## src/rtl/fifo_wr_arbiter.sv

```systemverilog
// Round-robin arbiter sharing one FIFO write port among NREQ valid/ready requesters.
// Each grant lasts up to BURST beats; FIFO full stalls the owner without releasing it.
module fifo_wr_arbiter #(
  parameter int WIDTH = 1,
  parameter int NREQ  = 4,
  parameter int BURST = 4
) (
  input  logic                  i_clk,
  input  logic                  i_rst,
  input  logic [NREQ-1:0]       i_req_valid,
  input  logic [NREQ*WIDTH-1:0] i_req_data,
  output logic [NREQ-1:0]       o_req_ready,
  output logic [WIDTH-1:0]      o_wdata,
  output logic                  o_wen,
  input  logic                  i_full,
  output logic [NREQ-1:0]       o_grant,
  output logic                  o_busy
);

  localparam int IW = $clog2(NREQ);
  localparam int CW = $clog2(BURST + 1);

  typedef enum logic {IDLE, GRANT} state_t;

  state_t          r_state;
  logic [IW-1:0]   r_owner;
  logic [IW-1:0]   r_ptr;
  logic [CW-1:0]   r_cnt;
  logic [NREQ-1:0] r_grant;
  logic            r_busy;

  logic            w_any;
  logic [IW-1:0]   w_pick;
  logic            w_owner_valid;
  logic            w_beat;
  logic            w_last;
  logic [IW-1:0]   w_next_ptr;

  // Scan downward over offsets so the smallest offset from the pointer wins.
  always_comb begin
    int idx;
    // NOTE: every combinational output gets a default first, so no path can infer a latch.
    idx    = 0;
    w_any  = 1'b0;
    w_pick = r_ptr;
    for (int i = NREQ - 1; i >= 0; i--) begin
      idx = int'(r_ptr) + i;
      if (idx >= NREQ) idx = idx - NREQ;
      if (i_req_valid[idx]) begin
        w_any  = 1'b1;
        w_pick = IW'(idx);
      end
    end
  end

  assign w_owner_valid = i_req_valid[r_owner];
  assign w_beat        = (r_state == GRANT) & w_owner_valid & ~i_full;
  assign w_last        = (r_cnt == CW'(BURST - 1));
  assign w_next_ptr    = (r_owner == IW'(NREQ - 1)) ? '0 : r_owner + 1'b1;

  // Write port is combinational; reset blanks it even mid-burst.
  always_comb begin
    o_req_ready = '0;
    if (r_state == GRANT && !i_full && !i_rst) o_req_ready[r_owner] = 1'b1;
  end

  assign o_wen   = w_beat & ~i_rst;
  assign o_wdata = (r_state == GRANT) ? i_req_data[r_owner*WIDTH +: WIDTH] : '0;
  assign o_grant = r_grant;
  assign o_busy  = r_busy;

  // NOTE: state registers use non-blocking assignments so every flop samples pre-edge values.
  always_ff @(posedge i_clk) begin
    if (i_rst) begin
      r_state <= IDLE;
      r_owner <= '0;
      r_ptr   <= '0;
      r_cnt   <= '0;
      r_grant <= '0;
      r_busy  <= 1'b0;
    end else begin
      case (r_state)
        IDLE: begin
          if (w_any) begin
            r_state <= GRANT;
            r_owner <= w_pick;
            r_cnt   <= '0;
            r_grant <= NREQ'(1) << w_pick;
            r_busy  <= 1'b1;
          end
        end
        GRANT: begin
          // Dropping valid forfeits the rest of the burst; full alone never releases.
          if (!w_owner_valid || (w_beat && w_last)) begin
            r_state <= IDLE;
            r_ptr   <= w_next_ptr;
            r_grant <= '0;
            r_busy  <= 1'b0;
          end else if (w_beat) begin
            r_cnt <= r_cnt + 1'b1;
          end
        end
      endcase
    end
  end

endmodule

```

## config.mk

```make
export PLATFORM = sky130hd
export DESIGN_NAME = fifo_wr_arbiter
export DESIGN_NICKNAME = d
export VERILOG_FILES = /design/src/rtl/fifo_wr_arbiter.sv
export SDC_FILE = /design/constraint.sdc
export NUM_CORES = 1
export LEC_CHECK = 0
export CAP_MARGIN = 40
export CORE_AREA = 5 5 48 50
export CTS_BUF_LIST = sky130_fd_sc_hd__clkbuf_8
export DETAILED_ROUTE_END_ITERATION = 12
export DIE_AREA = 0 0 53 55
export PLACE_DENSITY = 0.84
export SYNTH_ARGS = -nofsm -noshare
export SYNTH_HDL_FRONTEND = slang
export SYNTH_SLANG_ARGS = --single-unit
export TNS_END_PERCENT = 20
```

## constraint.sdc

```tcl
create_clock -name i_clk -period 2 [get_ports i_clk]
set_clock_uncertainty 0.1 [all_clocks]
set_input_delay 0.2 -clock i_clk [delete_from_list [all_inputs] [get_ports i_clk]]
set_output_delay 0.2 -clock i_clk [all_outputs]
set_load 0.1 [all_outputs]
```

# Word level (Yosys, flattened, before mapping)
# Cells that the tools add are included.
dict set report classes {
  n_addsub 9
  magnitude_cmp 10
  n_eq_ne 6
  n_shift 2
  muxes 44
  n_bitwise 6
  n_reduce_logical 12
}
# operator n
set op_table {}
lappend op_table {{32-bit by 4-bit less-than comparator with 1-bit output (second input constant)} 4}
lappend op_table {{32-bit 2-to-1 mux} 4}
lappend op_table {{1-bit 2-to-1 mux} 19}
lappend op_table {{4-bit 2-to-1 mux} 3}
lappend op_table {{3-bit by 3-bit subtractor with 4-bit output (second input constant)} 3}
lappend op_table {{1-bit binary-select mux with 2-bit select} 5}
lappend op_table {{2-bit 2-to-1 mux} 5}
lappend op_table {{3-bit greater-or-equal comparator (second input constant)} 3}
lappend op_table {{3-bit 2-to-1 mux} 3}
lappend op_table {{4-bit case mux with 2 select lines} 1}
lappend op_table {{2-bit by 2-bit adder with 3-bit output (second input constant)} 2}
lappend op_table {{3-bit case mux with 2 select lines} 1}
lappend op_table {{2-bit AND reduction} 3}
lappend op_table {{1-bit logical AND} 4}
lappend op_table {{2-bit by 1-bit inequality test with 1-bit output (second input constant)} 2}
lappend op_table {{2-bit inequality test (second input constant)} 2}
lappend op_table {{1-bit case mux with 2 select lines} 2}
lappend op_table {{4-bit by 3-bit indexed part select with 1-bit output} 1}
lappend op_table {{1-bit by 2-bit left shift with 4-bit output (first input constant)} 1}
lappend op_table {{2-bit by 3-bit subtractor with 4-bit output (second input constant)} 1}
lappend op_table {{2-bit by 1-bit adder with 3-bit output (second input constant)} 1}
lappend op_table {{3-bit by 1-bit adder with 3-bit output (second input constant)} 1}
lappend op_table {{1-bit AND} 3}
lappend op_table {{3-bit by 2-bit equality test with 1-bit output (second input constant)} 1}
lappend op_table {{other kinds (10)} 14}
dict set report word_totals {
  register_bits 13
  in_bits 11
  out_inout_bits 11
  word_cells 95
}

# Longest topological paths before layout
dict set report depth {
  ltp_word 13
  mapped_depth 6
  depth_no_buf 6
}

# Worst setup path after synthesis
# OpenSTA, ideal clock, no wires.
dict set report synth_timing {
  path_type {register -> output}
  start {register r_owner[1]}
  end {output o_wen}
  arrival_time_ps 2838
  required_ps 1700
  setup_slack_ps -1138
  path_stages_with_launch 4
  n_path_buf 0
  cell_sequence {dfxtp_1 > mux2i_1 > mux2_4 > nor3_1}
}
dict set report synth_via {
  elab_chain_cells 5
}
# element line_no
set synth_lines {}
lappend synth_lines {{start: declaration} 26} ;# logic [IW-1:0] r_owner;
lappend synth_lines {{start signal: assignment} 86} ;# r_owner <= w_pick;
lappend synth_lines {{1-bit binary-select mux with 2-bit select} 56} ;# assign w_owner_valid = i_req_valid[r_owner];
lappend synth_lines {{1-bit 2-to-1 mux (not written as such)} 56}
lappend synth_lines {{1-bit AND (2 in series)} 57} ;# assign w_beat = (r_state == GRANT) & w_owner_valid & ~i_full;
lappend synth_lines {{1-bit AND} 67} ;# assign o_wen = w_beat & ~i_rst;
lappend synth_lines {{end: declaration} 14} ;# output logic o_wen,
# Every way passes these cells. The select of a mux whose other input is x is not followed.

# Worst setup path after layout
dict set report layout_timing {
  start {register r_owner[0]}
  end {output o_wdata}
}
dict set report layout_via {
  elab_chain_cells 2
}
# element line_no
set layout_lines {}
lappend layout_lines {{4-bit by 3-bit indexed part select with 1-bit output} 68} ;# assign o_wdata = (r_state == GRANT) ? i_req_data[r_owner*WIDTH +: WIDTH] : '0;
lappend layout_lines {{1-bit 2-to-1 mux} 68}
lappend layout_lines {{end: declaration} 13} ;# output logic [WIDTH-1:0] o_wdata,
# Every way passes these cells.

==> qor.yml <==
fin_crit_ns: 1.93
reg2reg_depth: 5
num_vias: 782
timing.fmax_ghz: 0.518
synth_top_area_frac: 0.315
cts_tree: "built"
grt_pass1_vias: 767
die_area_um2: 2920
hold_violations: 0
synth_seq_cells: 13
tns_ns: 0
clk_path_buf_depth: 2
cts_hold_buf: 0
crit_chain: "buf_6 -> mux4_1 -> and2_1 -> buf_12"
clkPwrFrac: 0.282
hold_end: "o_grant[1]$_SDFFE_PP0P_"
final_nets: 142
cts_root_buf: "clkbuf_8"
die_width_um: 53
critical_path_class: "reg -> out"
port_buffers: 21
leakage_uw: 0.000526
synth-compound-area-share: 0.121
intPower_uw: 532
grt_pass1_wl_um: 3020
async_flop_share: 0
synth_fa_ha_area_frac: 0.0908
place.gp.congestion: 0.740
rsz0062_at_grt: "no"
grt_max_degree: 14
hold_class: "reg -> reg"
switching_share: 0.354
yosys.area_share.xor_xnor: 0
synthMuxAreaShare: 0.130
clk_pin_slew_ns: 0.06
critPathBufInv: 2
post_cts_buffers: 0
ant_nets: 0
power.share.combinational: 0.355
netlist_area_um2: 827
routed_wl_um: 1850
die_y_um: 55
syn_area_per_cell_um2: 8.71
syn_nets: 112
antenna_found_initial: 0
maxSlewViolCount: 0
final_cells: 151
status: "complete, no violations"
diodes: 0
cap_violations: 0
track_usage: 0.143
ios: 22
initialDrtViolationCount: 6
critPathMaxStageDelay_ns: 0.54
critPathLaunchType: "flip-flop"
postSynthCellCount: 95
pwr-share-seq: 0.363
vias_per_cell: 5.18
yosys.area_share.simple: 0.298
synth-edff-count: 0
area_growth_pct: 47.2
ctsHtreeMaxLevel: 1
crit_slowest_cell: "mux4_1"
slew_headroom: 0.722
numCtsBuffers: 3
initial_core_util: 0.444
yosys-top-cells-area: "dfxtp_1, ha_1, mux4_1"
synthFlopType: "dfxtp_1"
p_per_area_nw_per_um2: 676
dp_cells: 147
fin_area_um2: 1220
insertion_delay_ns: 0.25
dp_hpwl_um: 1510
peakVddDrop_mv: 0.508
yosysMostFrequentCell: "dfxtp_1"
setup_viol_count_final: 0
synth_top_family_by_area: "simple AND/OR/NAND/NOR gates"
ys_types: 33
finish.utilization: 0.654
drive_gt1_frac: 0.226
fin_crit_sh: 0.965
worst_r2r_endpoint: "o_grant[3]$_SDFFE_PP0P_"
ys_seq_area_frac: 0.315
rr_startpoint: "r_owner[0]$_SDFFE_PP0P_"
cpLargestDelayFamily: "multiplexers"
placed_area_um2: 1160
firstDrtPassIters: 3
ys_warn_count: 0
regToRegSetupSlack_ns: 0.28
core.rowCount: 16
cts_resized: 0
cp.required_ns: 1.70
wl_per_cell_um: 12.3
drc: 0
cts.sinks: 13
core_area_um2: 1860
cp.arrival_ns: 1.63
netlist_top_cells_count: "dfxtp_1, nor2_1, a21oi_1, nand2_1, ha_1"
tightest_slew_ns: 0.413
p_sw_uw: 291
cp-end-kind: "output port"
overflow: 0
yosysTopAreaCell: "dfxtp_1"
hold_path_startpoint: "o_grant[1]$_SDFFE_PP0P_"
worstPathMaxFanout: 6
whs_path_depth: 2
-- cells in the final DEF, fill, tap and decap left out, types with 5 or more instances in the layout --
cell	Yosys	layout
dfxtp_1	13	11
a21oi_1	8	8
inv_1	5	6
nor2_1	9	9
buf_4	0	11
and2_1	5	5
clkdlybuf4s50_1	0	9
buf_12	0	6
ha_1	6	6
nand2_1	8	8
-- logic make-up (layout without fill, tap and decap cells) --
logic type | after synthesis | in the layout
flip-flops | 13 | 13
AO/OA/AOI/OAI | 16 | 16
multiplexers | 7 | 7
buffers and inverters | 8 | 37
adder cells (fa/ha/maj) | 6 | 6
AND/OR/NAND/NOR | 45 | 45
-- power by group through the flow --
stage,combinational (µW),clock [µW],sequential [µW]
finish,292,232,299
global route,313,249,302
CTS,294,237,297
detailed placement,293,0,303
global placement,287,0,302
floorplan,142,0,356
-- registers in the layout, indices dropped and copies added (netlist names) --
register / flops
o_busy: 1
r_cnt: 3
r_state: 1
r_owner: 2
o_grant: 4
r_ptr: 2
-- final cells by class --
type	count	area (µm²)
fillers	175	644
multi-input cells	74	541
repair buffers	28	317
flip-flops and latches	13	263
clock buffers	3	41.3
well taps	27	33.8
inverters	5	18.8
clock inverters	1	3.75
-- metal layers --
metal / vias to the layer above / wire length (µm) / GRT usage
li1: 394 / - / -
met1: 362 / 750 / 0.137
met2: 21 / 922 / 0.271
met3: 5 / 135 / 0.0349
met4: 0 / 46 / 0.0979
met5: - / 0 / 0
-- tightest hold or removal path: stages, from the launching register on --
cell and delay [ns]:
dfxtp_1 0.31, nand2_1 0.05, a21oi_1 0.05
-- how the worst max path moves through the flow --
stage	start	to	slack, ns	cells past startpoint
final	r_owner[0]$_SDFFE_PP0P_	o_wdata	0.07	4
after floorplan	r_owner[1]$_SDFFE_PP0P_	o_wen	0.14	3
after global placement	i_req_valid[1]	o_grant[3]$_SDFFE_PP0P_	-0.02	6
after detailed placement	i_req_valid[0]	o_grant[3]$_SDFFE_PP0P_	-0.06	6
after CTS	r_owner[0]$_SDFFE_PP0P_	o_wdata	0.001	4
after global routing	i_req_valid[1]	o_wen	0.000006	6
-- per-stage QoR --
step / hold WS [ns] / setup WS, ns / power, µW
final: 0.362 / 0.0700 / 823
after global placement: 0.353 / -0.0244 / 589
after CTS: 0.366 / 0.00107 / 828
after global routing: 0.391 / 0.00000644 / 864
after floorplan: 0.173 / 0.140 / 498
after detailed placement: 0.356 / -0.0600 / 596
Note: power is estimated with default switching activity, not from simulation.
